**src/rtl/prng_sequencer.sv**
```systemverilog
// Sequencer around an external xoroshiro128+ core: seeding, priming, jump/long-jump
// and round-robin distribution of random words to N_REQ requesters.
module prng_sequencer #(
  parameter int unsigned N_REQ = 2
) (
  input  logic             i_clk,
  input  logic             i_rstn,
  input  logic             i_seedValid,
  input  logic [63:0]      i_seedS0,
  input  logic [63:0]      i_seedS1,
  input  logic             i_jump,
  input  logic             i_longJump,
  output logic             o_busy,
  output logic             o_seedErr,
  input  logic [N_REQ-1:0] i_req,
  output logic [N_REQ-1:0] o_gnt,
  output logic [63:0]      o_data,
  output logic             o_prngCg,
  output logic             o_prngSeedValid,
  output logic [63:0]      o_prngSeedS0,
  output logic [63:0]      o_prngSeedS1,
  input  logic [63:0]      i_prngS0,
  input  logic [63:0]      i_prngS1,
  input  logic [63:0]      i_prngResult
);

  localparam int unsigned IDX_W = (N_REQ > 1) ? $clog2(N_REQ) : 1;
  localparam logic [127:0] JUMP_POLY  = {64'h170865df4b3201fc, 64'hdf900294d8f554a5};
  localparam logic [127:0] LJUMP_POLY = {64'hdddf9b1090aa7ac1, 64'hd2a98b26625eee7b};

  typedef enum logic [2:0] {
    UNSEEDED,
    LOAD,
    PRIME,
    READY,
    JUMP
  } state_e;

  state_e           state_q, state_d;
  logic [127:0]     acc_q, acc_d;
  logic [6:0]       k_q, k_d;
  logic             long_q, long_d;
  logic [IDX_W-1:0] ptr_q, ptr_d;
  logic             seed_err_q, seed_err_d;

  logic             seed_ok;
  logic             found;
  logic [IDX_W-1:0] win_idx;
  logic [IDX_W:0]   cand;
  logic [127:0]     poly;

  assign seed_ok = (|i_seedS0) || (|i_seedS1);

  // Round-robin search starting at ptr_q, wrapping modulo N_REQ.
  always_comb begin
    found   = 1'b0;
    win_idx = '0;
    cand    = '0;
    for (int unsigned i = 0; i < N_REQ; i++) begin
      cand = {1'b0, ptr_q} + (IDX_W+1)'(i);
      if (cand >= (IDX_W+1)'(N_REQ)) cand = cand - (IDX_W+1)'(N_REQ);
      if (!found && i_req[cand[IDX_W-1:0]]) begin
        found   = 1'b1;
        win_idx = cand[IDX_W-1:0];
      end
    end
  end

  always_comb begin
    state_d         = state_q;
    acc_d           = acc_q;
    k_d             = k_q;
    long_d          = long_q;
    ptr_d           = ptr_q;
    seed_err_d      = 1'b0;
    o_gnt           = '0;
    o_prngCg        = 1'b0;
    o_prngSeedValid = 1'b0;
    o_busy          = 1'b1;
    poly            = long_q ? LJUMP_POLY : JUMP_POLY;

    // acc_q doubles as the latched host seed, so LOAD always reads the same register.
    case (state_q)
      UNSEEDED: begin
        o_busy = 1'b0;
        if (i_seedValid) begin
          if (seed_ok) begin
            acc_d   = {i_seedS0, i_seedS1};
            state_d = LOAD;
          end else begin
            seed_err_d = 1'b1;
          end
        end
      end
      LOAD: begin
        o_prngSeedValid = 1'b1;
        o_prngCg        = 1'b1;
        state_d         = PRIME;
      end
      PRIME: begin
        o_prngCg = 1'b1;
        state_d  = READY;
      end
      READY: begin
        o_busy = 1'b0;
        if (i_seedValid) begin
          if (seed_ok) begin
            acc_d   = {i_seedS0, i_seedS1};
            state_d = LOAD;
          end else begin
            seed_err_d = 1'b1;
          end
        end else if (i_longJump || i_jump) begin
          state_d = JUMP;
          long_d  = i_longJump;
          acc_d   = '0;
          k_d     = '0;
        end else if (found) begin
          o_gnt[win_idx] = 1'b1;
          o_prngCg       = 1'b1;
          ptr_d = (win_idx == IDX_W'(N_REQ - 1)) ? '0 : win_idx + IDX_W'(1);
        end
      end
      JUMP: begin
        o_prngCg = 1'b1;
        if (poly[k_q]) acc_d = acc_q ^ {i_prngS0, i_prngS1};
        k_d = k_q + 7'd1;
        if (k_q == 7'd127) state_d = LOAD;
      end
      default: state_d = UNSEEDED;
    endcase
  end

  always_ff @(posedge i_clk) begin
    if (!i_rstn) begin
      state_q    <= UNSEEDED;
      acc_q      <= '0;
      k_q        <= '0;
      long_q     <= 1'b0;
      ptr_q      <= '0;
      seed_err_q <= 1'b0;
    end else begin
      state_q    <= state_d;
      acc_q      <= acc_d;
      k_q        <= k_d;
      long_q     <= long_d;
      ptr_q      <= ptr_d;
      seed_err_q <= seed_err_d;
    end
  end

  assign o_seedErr    = seed_err_q;
  assign o_data       = i_prngResult;
  assign o_prngSeedS0 = o_prngSeedValid ? acc_q[127:64] : '0;
  assign o_prngSeedS1 = o_prngSeedValid ? acc_q[63:0]   : '0;

endmodule

```
**config.mk**
```make
export PLATFORM = sky130hd
export DESIGN_NAME = prng_sequencer
export DESIGN_NICKNAME = d
export VERILOG_FILES = /design/src/rtl/prng_sequencer.sv
export SDC_FILE = /design/constraint.sdc
export NUM_CORES = 1
export LEC_CHECK = 0
export CAP_MARGIN = 20
export CELL_PAD_IN_SITES_DETAIL_PLACEMENT = 1
export CELL_PAD_IN_SITES_GLOBAL_PLACEMENT = 1
export CORE_AREA = 2 2 202 204
export CTS_BUF_LIST = sky130_fd_sc_hd__clkbuf_8
export DETAILED_ROUTE_END_ITERATION = 10
export DIE_AREA = 0 0 204 206
export PLACE_DENSITY_LB_ADDON = 0.12
export SYNTH_ARGS = -nofsm -noshare
export SYNTH_HDL_FRONTEND = slang
export SYNTH_SLANG_ARGS = --single-unit
```
**constraint.sdc**
```tcl
create_clock -name i_clk -period 2.7 [get_ports i_clk]
set_clock_uncertainty 0.05 [all_clocks]
set_input_delay 0.54 -clock i_clk [delete_from_list [all_inputs] [get_ports i_clk]]
set_output_delay 0.54 -clock i_clk [all_outputs]
set_load 0.005 [all_outputs]
```
==> results of run 1 <==
sequential cells by signal, summed over array words and instances, names as in the netlist:
signal and flops:
acc_q 128, k_q 7, long_q 1, o_seedErr 1, ptr_q 1, state_q 3
worst reg2reg max path, cell delays in order, from the launching register on:
cell and delay (ns):
dfxtp_2 0.36, inv_2 0.06, ha_4 0.27, nor2b_4 0.13, o31a_1 0.26, a221o_1 0.33, o211a_1 0.24, a211oi_4 0.39
nor3_4 0.09, buf_6 0.15, buf_12 0.15, buf_8 0.13, buf_6 0.11, o2bb2ai_2 0.11
cell usage after synthesis, types with 9 or more instances:
cell type,number
dfxtp_1,141
and2_1,132
xor2_1,129
a22oi_1,128
o2bb2ai_2,100
buf_4,80
clkbuf_1,46
nor4_1,35
o2bb2ai_1,29
nand2_1,18
buf_2,15
nor2_1,13
a21oi_1,12
nand4_1,9
per-stage QoR:
| step | total power, mW | hold WS [ns] | setup TNS [ns] |
|---|---|---|---|
| 2_1_floorplan | 3.34 | 0.415 | 0 |
| 3_3_place_gp | 4.35 | 0.429 | -133.47 |
| 3_5_place_dp | 4.38 | 0.436 | -136.79 |
| 4_1_cts | 6.86 | 0.432 | -17.66 |
| 5_1_grt | 7.15 | 0.458 | -28.12 |
| 6_report | 6.80 | 0.448 | -19.28 |
kinds of logic (layout without fill, tap and decap cells):
kind of cell	Yosys count	count (layout)	synth area share, %
AO/OA/AOI/OAI	308	308	32.2
buffers and inverters	156	691	9.56
flip-flops	141	141	29.3
multiplexers	6	6	1.03
XOR/XNOR	134	134	12.2
AND/OR/NAND/NOR	237	237	14.7
adder cells (fa/ha/maj)	8	8	1.04
other	0	5	0
power groups by stage:
stage                     logic [mW]  registers, mW  clock network, mW
final                           2.42           2.50               1.88
after global routing            2.58           2.53               2.04
after CTS                       2.43           2.48               1.95
after detailed placement        1.86           2.52                  0
after global placement          1.83           2.52                  0
after floorplan                0.872           2.47                  0
layout make-up:
type | count | area, um^2 | share of cell area, %
Antenna cell | 5 | 12.5 | 0.0709
Clock buffer | 19 | 262 | 1.48
Clock inverter | 12 | 148 | 0.837
Inverter | 11 | 43.8 | 0.248
Multi-Input combinational cell | 693 | 6840 | 38.8
Sequential cell | 141 | 2830 | 16.1
Tap cell | 532 | 666 | 3.77
Timing Repair Buffer | 649 | 6840 | 38.8
how the worst min path moves through the flow:
stage                 to    startpoint  depth (start not counted)  slack (ns)
2_1_floorplan   acc_q[0]      acc_q[0]                          1        0.42
3_3_place_gp   acc_q[11]     acc_q[11]                          1        0.43
3_5_place_dp   acc_q[46]     acc_q[46]                          1        0.44
4_1_cts        acc_q[87]  i_seedS0[23]                          3        0.43
5_1_grt        acc_q[15]     acc_q[15]                          1        0.46
6_report        acc_q[1]      acc_q[1]                          1        0.45
what timing repair did:
action,4_1_cts,5_1_grt
cloned,31,3
resized for setup,307,156
pin swaps,76,40
setup endpoints to repair,262,198
buffers inserted,46,2
metal layers:
layer,routed length [um],global-route usage (%),vias up
met3,2870,6.07,87
met5,86,0,-
met4,1420,7.48,12
li1,-,-,4664
met1,19300,25.7,4834
met2,23700,38.8,287
==> impl_metrics.env, run 1 <==
export IMPL_outcome="complete, but fails checks"
export IMPL_violations="setup timing"
export IMPL_clk_path_buf_depth=2
export IMPL_port_buffers=396
export IMPL_clock_latency_ns=0.46
export IMPL_grt_antenna_before_repair=9
export IMPL_num_rows=74
export IMPL_clock_fmax_mhz=342
export IMPL_p_switching_mw=2.12
export IMPL_p_sw_share_pct=31.2
export IMPL_critPathCaptureType="register"
export IMPL_clk_pin_slew_ns=0.09
export IMPL_seq_area_frac_synth_pct=29.3
export IMPL_syn_inst=990
export IMPL_power_internal_mw=4.67
export IMPL_firstDrtPassIters=4
export IMPL_ant_nets=0
export IMPL_yosysTopAreaCell="dfxtp_1"
export IMPL_crit_chain="inv_2 -> ha_4 -> nor2b_4 -> o31a_1 -> a221o_1 -> o211a_1 -> a211oi_4 -> nor3_4 -> buf_6 -> buf_12 -> buf_8 -> buf_6 -> o2bb2ai_2"
export IMPL_final_setup_worst_slack_ns=-0.227
export IMPL_grt_max_degree=47
export IMPL_grt_usage_pct=22.1
export IMPL_die_height_um=206
export IMPL_ioPinCount=525
export IMPL_critical_path_depth=13
export IMPL_grt_pass1_wl_um=69300
export IMPL_placed_cells=1958
export IMPL_p_comb_share_pct=35.6
export IMPL_syn_to_final_growth_pct=83.4
export IMPL_final_cell_mix="249 x clkdlybuf4s50_1, 156 x buf_4, 135 x dfxtp_1"
export IMPL_place_ws_ns=-1.10
export IMPL_tightest_slew_ns=0.459
export IMPL_die_area_mm2=0.0420
export IMPL_dp_final_hpwl_um=33300
export IMPL_path_max_fanout=6
export IMPL_yosysWarnings=0
export IMPL_synth_cell_types=56
export IMPL_synth_fp_nets=1325
export IMPL_clockPowerShare_pct=27.6
export IMPL_die_w_um=204
export IMPL_synth_top_area_share_pct=29.3
export IMPL_cts_sinks=141
export IMPL_worstRegToRegCells=13
export IMPL_ys_seq_elements=141
export IMPL_r2r_end="acc_q[103]"
export IMPL_synth_edff_count=0
export IMPL_hold_viol=0
export IMPL_ys_flop_type="dfxtp_1"
export IMPL_cts_tree="built"
export IMPL_r2r_start="k_q[0]"
export IMPL_wl_per_cell_um=23.0
export IMPL_final_area_mm2=0.0176
export IMPL_finalNetCount=1848
export IMPL_avgViaCountPerCell=4.79
export IMPL_fillers=4434
export IMPL_cap_violations=0
export IMPL_crit_family="compound AO/OA/AOI/OAI gates"
export IMPL_vias=9884
export IMPL_max_stage_delay_ns=0.39
export IMPL_endpoint="acc_q[103]"
export IMPL_slew_headroom_pct=69.3
export IMPL_synth_area_per_cell_um2=9.72
export IMPL_irDropWorstVdd_mv=0.266
export IMPL_fin_cells=2062
export IMPL_slowest_stage="a211oi_4"
export IMPL_htreeDepth=4
export IMPL_critPathBufInv=5
export IMPL_drive_above_1_share_pct=35.2
export IMPL_arrival_ns=3.23
export IMPL_drtIter0Drc=334
export IMPL_crit_start="k_q[0]"
export IMPL_crit_path_start_kind="register"
export IMPL_p_seq_share_pct=36.7
export IMPL_regToRegSetupSlack_ns=-0.23
export IMPL_cts_inserted_buffers=17
export IMPL_syn_area_mm2=0.00962
export IMPL_drv_slew=0
export IMPL_initial_core_util_pct=23.9
export IMPL_clock_tree_root_cell="clkbuf_8"
export IMPL_cp_required_ns=3.00
export IMPL_rsz0062_at_grt="yes"
export IMPL_grt_pass1_vias=10800
export IMPL_async_reset_ff_share_pct=0
export IMPL_final_core_util_pct=43.9
export IMPL_routed_wl_um=47400
export IMPL_grt_overflow=0
export IMPL_leakagePower_nw=7.61
export IMPL_routabilityCongestion=0.808
export IMPL_hold_path_class="reg2reg"
export IMPL_critPathKind="reg2reg"
export IMPL_setup_viol=128
export IMPL_coreArea_mm2=0.0402
export IMPL_drc=0
export IMPL_mostFrequentLayoutCell="clkdlybuf4s50_1"
export IMPL_min_period_over_period_pct=108
export IMPL_cpMostUsedCell="buf_6"
export IMPL_powerDensity_mw_per_mm2=385
export IMPL_placed_area_mm2=0.0152
export IMPL_synth_area_top_cells="dfxtp_1 29%, o2bb2ai_2 16%, xor2_1 12%, a22oi_1 10%, and2_1 8.6%"
export IMPL_cts_hold_buffers=0
export IMPL_period_needed_ns=2.93
No activity file was read; power rests on OpenSTA's default activity.
==> inputs of run 2 (changes only) <==
--- a/config.mk
+++ b/config.mk
@@ -5,6 +5,7 @@
 export SDC_FILE = /design/constraint.sdc
 export NUM_CORES = 1
 export LEC_CHECK = 0
+export ABC_CLOCK_PERIOD_IN_PS = 2700
 export CAP_MARGIN = 20
 export CELL_PAD_IN_SITES_DETAIL_PLACEMENT = 1
 export CELL_PAD_IN_SITES_GLOBAL_PLACEMENT = 1
@@ -13,6 +14,7 @@
 export DETAILED_ROUTE_END_ITERATION = 10
 export DIE_AREA = 0 0 204 206
 export PLACE_DENSITY_LB_ADDON = 0.12
+export REMOVE_ABC_BUFFERS = 1
 export SYNTH_ARGS = -nofsm -noshare
 export SYNTH_HDL_FRONTEND = slang
 export SYNTH_SLANG_ARGS = --single-unit
==> run 2 against run 1 <==
The flow still finishes with violations (setup timing). Worst hold slack worse by 0.044 ns. Wire length up 7.3%. Combinational power down 9.9%. Via count down 0.29%. Final cell count down 0.39%. Sequential power about the same.
==> impl_metrics.env, run 2 (same netlist as run 1, synthesis figures left out) <==
export IMPL_final_setup_worst_slack_ns=-0.180
export IMPL_crit_path_start_kind="primary input"
export IMPL_tightest_slew_ns=0.490
export IMPL_grt_pass1_wl_um=73500
export IMPL_die_w_um=204
export IMPL_critPathCaptureType="register"
export IMPL_clk_path_buf_depth=2
export IMPL_die_area_mm2=0.0420
export IMPL_hold_viol=0
export IMPL_grt_max_degree=82
export IMPL_violations="setup timing"
export IMPL_htreeDepth=4
export IMPL_grt_overflow=0
export IMPL_slew_headroom_pct=66.5
export IMPL_rsz0062_at_grt="yes"
export IMPL_grt_usage_pct=23.9
export IMPL_outcome="complete, but fails checks"
export IMPL_power_internal_mw=4.24
export IMPL_powerDensity_mw_per_mm2=376
export IMPL_cts_inserted_buffers=17
export IMPL_clock_latency_ns=0.47
export IMPL_clk_pin_slew_ns=0.09
export IMPL_cap_violations=0
export IMPL_p_seq_share_pct=39.4
export IMPL_drv_slew=0
export IMPL_routabilityCongestion=0.818
export IMPL_avgViaCountPerCell=4.80
export IMPL_ioPinCount=525
export IMPL_drive_above_1_share_pct=31.3
export IMPL_path_max_fanout=5
export IMPL_die_height_um=206
export IMPL_drtIter0Drc=402
export IMPL_hold_path_class="in2reg"
export IMPL_num_rows=74
export IMPL_period_needed_ns=2.88
export IMPL_clock_tree_root_cell="clkbuf_8"
export IMPL_cts_sinks=141
export IMPL_drc=0
export IMPL_p_switching_mw=2.07
export IMPL_mostFrequentLayoutCell="clkdlybuf4s50_1"
export IMPL_port_buffers=396
export IMPL_fin_cells=2054
export IMPL_cp_required_ns=3.05
export IMPL_clock_fmax_mhz=347
export IMPL_dp_final_hpwl_um=37200
export IMPL_grt_antenna_before_repair=4
export IMPL_final_cell_mix="221 x clkdlybuf4s50_1, 176 x buf_4, 135 x dfxtp_1"
export IMPL_coreArea_mm2=0.0402
export IMPL_initial_core_util_pct=23.9
export IMPL_leakagePower_nw=7.64
export IMPL_arrival_ns=3.23
export IMPL_top_register="acc_q"
export IMPL_placed_cells=1969
export IMPL_p_comb_share_pct=34.6
export IMPL_min_period_over_period_pct=107
export IMPL_grt_pass1_vias=10700
export IMPL_power_total_mw=6.31
export IMPL_reg_top3="acc_q x128, k_q x7, state_q x3"
export IMPL_irDropWorstVdd_mv=0.251
export IMPL_critPathKind="in2reg"
export IMPL_cts_tree="built"
export IMPL_cts_hold_buffers=0
export IMPL_setup_viol=118
export IMPL_finalNetCount=1841
export IMPL_ant_nets=0
export IMPL_wl_per_cell_um=24.8
export IMPL_largest_reg_flops=128
export IMPL_clockPowerShare_pct=26.0
export IMPL_syn_to_final_growth_pct=74.4
export IMPL_routed_wl_um=50800
export IMPL_firstDrtPassIters=4
export IMPL_p_sw_share_pct=32.8
export IMPL_vias=9855
## run 2: cell types whose count changed in the layout (fill, tap and decap cells not counted), moves of 25 or more
cell	previous run	this run
a22oi_1	98	128
a22oi_2	30	0
clkdlybuf4s50_1	249	221
dlygate4sd2_1	82	112
dlymetal6s2s_1	14	40
o2bb2ai_4	25	0
## run 2: stage by stage
stage / setup TNS (ns) / setup slack [ns] / util [%] / hold WS, ns / area (um^2)
floorplan: -1290.65 / -7.44 / - / 0.415 / 8740
global placement: -109.14 / -0.890 / 37.6 / 0.432 / 15100
detailed placement: -108.93 / -0.895 / 37.6 / 0.435 / 15100
CTS: -14.18 / -0.181 / 41.3 / 0.451 / 16600
global route: -26.69 / -0.311 / 41.7 / 0.406 / 16800
finish: -10.08 / -0.180 / 41.7 / 0.404 / 16800
## run 2: final timing paths
path         depth (start not counted)         end  slack (ns)    startpoint
min                                  3   acc_q[89]        0.40  i_seedS0[25]
max                                 13  acc_q[125]       -0.18  i_seedS0[14]
max reg2reg                         14  acc_q[125]       -0.16        long_q
min reg2reg                          1   acc_q[81]        0.45     acc_q[81]
## run 2: power by group through the flow
stage | combinational, mW | sequential, mW | clock [mW]
after floorplan | 0.766 | 2.47 | 0
after global placement | 1.79 | 2.52 | 0
after detailed placement | 1.81 | 2.52 | 0
after CTS | 2.20 | 2.48 | 1.71
after global routing | 2.34 | 2.51 | 1.80
final | 2.18 | 2.48 | 1.64
## run 2: what timing repair did
action                                 4_1_cts  5_1_grt
setup endpoints to repair                  261      168
pin swaps                                   23       51
gates cloned                                18        0
setup buffers                               38        0
endpoints found under the hold margin        0        0
resized for setup                          245      105
## run 2: cell type report
| type | instances | area, um^2 |
|---|---|---|
| clock inverter | 14 | 98.8 |
| timing repair buffer | 642 | 6590 |
| tap | 532 | 666 |
| clock buffer | 18 | 248 |
| antenna | 3 | 7.51 |
| fill | 4495 | 23400 |
| multi-input combinational | 693 | 6300 |
| inverter | 11 | 41.3 |
| sequential | 141 | 2830 |
## run 2: per-layer routing
metal / part of all wire (%) / vias up / GRT usage (%)
li1: - / 4644 / -
met1: 43 / 4747 / 29.3
met2: 42 / 431 / 35.9
met3: 13 / 25 / 14.1
met4: 0.75 / 8 / 3.60
met5: 0.77 / - / 7.02
## run 2: worst max-delay path, cell delays in order
cell and delay, ns:
clkdlybuf4s50_1 0.45, nor4_1 0.29, nand4_1 0.28, nor4_4 0.33, buf_4 0.15, nand2_1 0.07
o21a_1 0.22, nor3_4 0.24, buf_12 0.15, buf_12 0.14, buf_12 0.13, buf_16 0.12
o2bb2ai_1 0.12
